**src/rtl/pipe_addsub_16bit_pkg.sv**
```systemverilog
// Shared constants and stage payload for the 4-stage pipelined 16-bit adder/subtractor.
// Included by the slice and top modules via import.
package pipe_addsub_16bit_pkg;

  localparam int WIDTH  = 16;
  localparam int SLICE  = 4;
  localparam int NSTAGE = 4;

  typedef struct packed {
    logic             valid;
    logic [WIDTH-1:0] sum;
    logic             carry;
    logic [WIDTH-1:0] a_rem;
    logic [WIDTH-1:0] b_rem;
  } stage_t;

  function automatic logic [SLICE-1:0] slice_of(
    input logic [WIDTH-1:0] v,
    input int               idx
  );
    return v[idx*SLICE +: SLICE];
  endfunction

endpackage

```
**src/rtl/pipe_addsub_16bit_slice.sv**
```systemverilog
// 4-bit carry-lookahead slice: sum and carry out from propagate/generate and carry in.
// One instance serves each pipeline stage.
module addsub_slice_4bit
  import pipe_addsub_16bit_pkg::*;
(
  input  logic [SLICE-1:0] P,
  input  logic [SLICE-1:0] G,
  input  logic             CI,
  output logic [SLICE-1:0] sum,
  output logic             CO
);

  logic [SLICE:0] c;

  always_comb begin
    c[0] = CI;
    c[1] = G[0] | (P[0] & CI);
    c[2] = G[1] | (P[1] & G[0])
         | (P[1] & P[0] & CI);
    c[3] = G[2] | (P[2] & G[1])
         | (P[2] & P[1] & G[0])
         | (P[2] & P[1] & P[0] & CI);
    c[4] = G[3] | (P[3] & G[2])
         | (P[3] & P[2] & G[1])
         | (P[3] & P[2] & P[1] & G[0])
         | (&P & CI);
  end

  assign sum = P ^ c[SLICE-1:0];
  assign CO  = c[SLICE];

endmodule

```
**src/rtl/pipe_addsub_16bit.sv**
```systemverilog
// 4-stage pipelined 16-bit add/sub with valid/ready flow control, one 4-bit slice per stage.
// Define PIPE_ADDSUB_OVF_EN to add the signed-overflow output Ofl.
module pipe_addsub_16bit
  import pipe_addsub_16bit_pkg::*;
(
  input  logic             clk,
  input  logic             rst_n,
  input  logic             in_valid,
  output logic             in_ready,
  input  logic [WIDTH-1:0] A,
  input  logic [WIDTH-1:0] B,
  input  logic             sub,
  output logic             out_valid,
  input  logic             out_ready,
  output logic [WIDTH-1:0] S,
`ifdef PIPE_ADDSUB_OVF_EN
  output logic             Ofl,
`endif
  output logic             CO
);

  logic             advance;
  logic [WIDTH-1:0] bx;

  stage_t stg_q [NSTAGE];
  stage_t stg_d [NSTAGE];

  logic [SLICE-1:0] sl_a   [NSTAGE];
  logic [SLICE-1:0] sl_b   [NSTAGE];
  logic [SLICE-1:0] sl_sum [NSTAGE];
  logic             sl_ci  [NSTAGE];
  logic             sl_co  [NSTAGE];

  assign advance  = !stg_q[NSTAGE-1].valid || out_ready;
  assign in_ready = advance;

  // Subtract is A + ~B + 1; the +1 enters as carry-in of slice 0.
  assign bx = B ^ {WIDTH{sub}};

  always_comb begin
    sl_a[0]  = slice_of(A, 0);
    sl_b[0]  = slice_of(bx, 0);
    sl_ci[0] = sub;
    for (int i = 1; i < NSTAGE; i++) begin
      sl_a[i]  = slice_of(stg_q[i-1].a_rem, i);
      sl_b[i]  = slice_of(stg_q[i-1].b_rem, i);
      sl_ci[i] = stg_q[i-1].carry;
    end
  end

  for (genvar g = 0; g < NSTAGE; g++) begin : g_slice
    addsub_slice_4bit u_slice (
      .P   (sl_a[g] ^ sl_b[g]),
      .G   (sl_a[g] & sl_b[g]),
      .CI  (sl_ci[g]),
      .sum (sl_sum[g]),
      .CO  (sl_co[g])
    );
  end

  always_comb begin
    stg_d = stg_q;
    if (advance) begin
      stg_d[0].valid              = in_valid;
      stg_d[0].a_rem              = A;
      stg_d[0].b_rem              = bx;
      stg_d[0].sum                = '0;
      stg_d[0].sum[SLICE-1:0]     = sl_sum[0];
      stg_d[0].carry              = sl_co[0];
      for (int i = 1; i < NSTAGE; i++) begin
        stg_d[i]                    = stg_q[i-1];
        stg_d[i].sum[i*SLICE +: SLICE] = sl_sum[i];
        stg_d[i].carry              = sl_co[i];
      end
    end
  end

  always_ff @(posedge clk) begin
    if (!rst_n) begin
      stg_q <= '{default: '0};
    end else begin
      stg_q <= stg_d;
    end
  end

  assign out_valid = stg_q[NSTAGE-1].valid;
  assign S         = stg_q[NSTAGE-1].sum;
  assign CO        = stg_q[NSTAGE-1].carry;

`ifdef PIPE_ADDSUB_OVF_EN
  logic ofl_q;
  logic ofl_d;
  logic msb_ci;

  // Carry into bit 15 recovered from its sum bit and operand bits.
  assign msb_ci = sl_sum[NSTAGE-1][SLICE-1]
                ^ sl_a[NSTAGE-1][SLICE-1]
                ^ sl_b[NSTAGE-1][SLICE-1];

  always_comb begin
    ofl_d = ofl_q;
    if (advance) begin
      ofl_d = msb_ci ^ sl_co[NSTAGE-1];
    end
  end

  always_ff @(posedge clk) begin
    if (!rst_n) begin
      ofl_q <= 1'b0;
    end else begin
      ofl_q <= ofl_d;
    end
  end

  assign Ofl = ofl_q;
`endif

endmodule

```
**config.mk**
```make
export PLATFORM = sky130hd
export DESIGN_NAME = pipe_addsub_16bit
export DESIGN_NICKNAME = d
export VERILOG_FILES = /design/src/rtl/pipe_addsub_16bit_pkg.sv /design/src/rtl/pipe_addsub_16bit_slice.sv /design/src/rtl/pipe_addsub_16bit.sv
export SDC_FILE = /design/constraint.sdc
export NUM_CORES = 1
export LEC_CHECK = 0
export BUFFER_PORTS_ARGS = -buffer_cell sky130_fd_sc_hd__buf_2
export CAP_MARGIN = 0
export CORE_AREA = 2 2 137 139
export CTS_CLUSTER_DIAMETER = 40
export DETAILED_ROUTE_END_ITERATION = 12
export DIE_AREA = 0 0 139 141
export PLACE_DENSITY = 0.49
export SYNTH_ARGS = -nofsm -noshare
export SYNTH_HDL_FRONTEND = slang
export SYNTH_SLANG_ARGS = --single-unit
```
**constraint.sdc**
```tcl
create_clock -name clk -period 2.5 [get_ports clk]
set_clock_uncertainty 0.05 [all_clocks]
set_input_delay 0.5 -clock clk [delete_from_list [all_inputs] [get_ports clk]]
set_output_delay 0.5 -clock clk [all_outputs]
set_load 0.01 [all_outputs]
```
==> flow_summary_export.csv <==
group,metric,value,unit
cts,clock_latency,0.34,ns
cts,clk_pin_slew,0.06,ns
finish,final_common_cell,"nand2_1",
logic_synthesis,yosys_warnings,0,
power,power_density,701,nW/um2
sta,hold_violations,0,
grt,grt_max_degree,84,
worst_setup_path,cp.arrival,1.24,ns
logic_synthesis,yosys.area.top_type,"dfxtp_1",
sta,finalMaxSlewViolations,0,
grt,antenna_found_initial,0,
sta,min_period_over_period,0.715,
finish,stdcell_count,768,
placed_design,place_hpwl,6.98,mm
logic_synthesis,avgSynthCellArea,8.81,um2
placed_design,gp_congestion,0.825,
cts,post_cts_resized,0,
drt,drc,0,
floorplan,die-area,19600,um2
logic_synthesis,ys_seq_elements,96,
logic_synthesis,synth_compound_area_frac,0.205,
min_path,hp-class,"in2reg",
drt,drt-vias-per-instance,4.41,
finish,layout-drive-gt1-share,0.161,
placed_design,dp.cells,752,
grt,grt_pass1_wl,17.0,mm
drt,wl_per_cell,13.1,um
finish,nNetsFinal,585,
finish,antenna_cells,0,
logic_synthesis,synth_top_family_by_area,"compound AO/OA/AOI/OAI gates",
cts,cts_tree,"done",
finish,mostFrequentLayoutCells,"nand2_1, dfxtp_1, a21boi_0, buf_2",
power,p_leak,0.00217,uW
cts,cts-root-buf,"clkbuf_16",
grt,overflow,0,
logic_synthesis,synth_area,4450,um2
cts,cts_inserted_buffers,9,
floorplan,ios,56,
sta,maxSlewHeadroom,0.654,
power,ir_worst_vdd,304,uV
floorplan,fp.dieW,139,um
sta,min_period,1.79,ns
worst_setup_path,path_max_fanout,5,
logic_synthesis,yosysUniqueCellTypes,37,
cts,h-tree-depth,3,
logic_synthesis,synth_edf_count,0,
sta,final.setup.tns,0,ns
logic_synthesis,synth_top_area_frac,0.432,
worst_setup_path,worst_path_largest_cell_delay,0.41,ns
logic_synthesis,synth.area.mux_share,0.00225,
floorplan,core_area,18300,um2
logic_synthesis,synth_xor_area_frac,0.0414,
logic_synthesis,synthAdderAreaFrac,0.0585,
run_status,status,"finished clean",
sta,grt_setup_unrepaired,"false",
grt,grt_pass1_vias,3425,
finish,syn_to_final_growth,16.0,%
floorplan,placementRows,50,
placed_design,port-buffer-count,55,
worst_setup_path,cp_top_family,"flip-flops",
drt,drt_iter0_markers,214,
drt,totalWireLength,10.0,mm
grt,track_usage,0.107,
worst_setup_path,worstPathRequired,1.95,ns
sta,fmax,559,MHz
logic_synthesis,syn-instance-count,505,
drt,dr_total_vias,3388,
floorplan,start_util,0.243,
cts,clockBufferDepth,2,
cts,cts_setup_buffers,0,
worst_setup_path,path_cells,"nor2b_4, clkinv_2, buf_2",
finish,fillers,1981,
logic_synthesis,ys.flop_type,"dfxtp_1",
logic_synthesis,yosysSeqAreaShare,0.432,
logic_synthesis,yosys-top-cells-area,"dfxtp_1, nand2_1, a21boi_0",
worst_setup_path,crit_type,"reg2out",
worst_setup_path,worst_setup_path_start_kind,"register",
drt,ant_nets,0,
cts,postCtsHoldBufs,0,
logic_synthesis,yosys.area_share.simple,0.184,
logic_synthesis,synthArstFlopShare,0,
sta,tightest_slew,0.520,ns
logic_synthesis,syn_nets,561,
job,max-cap-violations,0,
sta,setup_viol,0,
worst_setup_path,crit_path_end_kind,"output pin",
worst_setup_path,crit_path_top_delay_cell,"dfxtp_1",
floorplan,die_y,141,um
worst_setup_path,worst-path-buf-inv,2,
cts,cts_sinks,96,
drt,first_pass_iters,4,
[state kept, by name (all words and copies together) (netlist names)]
name / flops
out_valid: 1
CO: 1
S: 16
sl_ci: 3
stg_q: 51
sl_b: 12
sl_a: 12
[worst register-to-register path, stage by stage (launching register included)]
cell and delay [ns]:
dfxtp_1 0.33, ha_1 0.29, a211o_1 0.37, a2111oi_0 0.43
nor3_1 0.09
[power by group]
part	leakage, uW	internal, uW	switching [uW]
clock network	0.000156	978	571
registers	0.000789	1630	54.8
logic	0.00123	185	197
total	0.00217	2790	823
[cell usage after synthesis (3+ instances only)]
cell type,count
o211a_1,16
o21ai_0,5
xnor2_1,16
a21boi_1,6
o31ai_1,3
and2_1,4
buf_4,21
o211ai_1,3
nor2b_1,4
fa_1,3
buf_2,18
nand2_1,151
a2111oi_0,3
or2_2,4
a211o_1,4
a21oi_1,4
ha_1,16
clkbuf_1,11
a21boi_0,60
inv_1,11
xor2_1,5
o21a_1,5
nand3_1,7
nand4b_1,4
dfxtp_1,96
nor3_1,8
nand4_1,5
[metal layers]
layer / vias to the layer above / wire length, um / global-route usage
li1: 1732 / - / -
met1: 1592 / 4900 / 0.138
met2: 56 / 4640 / 0.178
met3: 8 / 427 / 0.0326
met4: 0 / 81 / 0.0218
met5: - / 0 / 0
[path summary, 6_finish.rpt]
kind | start | endpoint | slack [ns] | cells past startpoint
min reg2reg | stg_q[112]$_SDFFE_PN0P_ | stg_q[112]$_SDFFE_PN0P_ | 0.40 | 2
max | out_valid$_SDFFE_PN0P_ | in_ready | 0.71 | 3
min | in_valid | stg_q[199]$_SDFFE_PN0P_ | 0.36 | 3
max reg2reg | sl_a[4]$_SDFFE_PN0P_ | sl_ci[0]$_SDFFE_PN0P_ | 0.81 | 4
[stage by stage]
| step | hold slack (ns) | area, um2 | power, uW | util | setup WS, ns |
|---|---|---|---|---|---|
| final | 0.358 | 5160 | 3620 | 0.282 | 0.712 |
| after global routing | 0.364 | 5160 | 3800 | 0.282 | 0.638 |
| after CTS | 0.345 | 5160 | 3670 | 0.282 | 0.685 |
| after detailed placement | 0.394 | 4820 | 2110 | 0.264 | 0.375 |
| after global placement | 0.392 | 4820 | 2100 | 0.264 | 0.491 |
| after floorplan | 0.381 | 4450 | 1990 | - | 0.361 |
[logic make-up after synthesis]
kind of cell,after synthesis
adder cells (fa/ha/maj),19
multiplexers,1
buffers and inverters,63
XOR/XNOR,21
flip-flops,96
AND/OR/NAND/NOR,190
AO/OA/AOI/OAI,115
[layout make-up]
cell class              instances  area [um2]  share of cell area
well taps                     234         293              0.0567
clock buffers                  11         233              0.0451
inverters                      12        46.3             0.00897
multi-input cells             346        2180               0.423
repair buffers                 64         380              0.0737
flip-flops and latches         96        1920               0.372
clock inverters                 5         105              0.0204
Power figures use the tool's default switching activity.
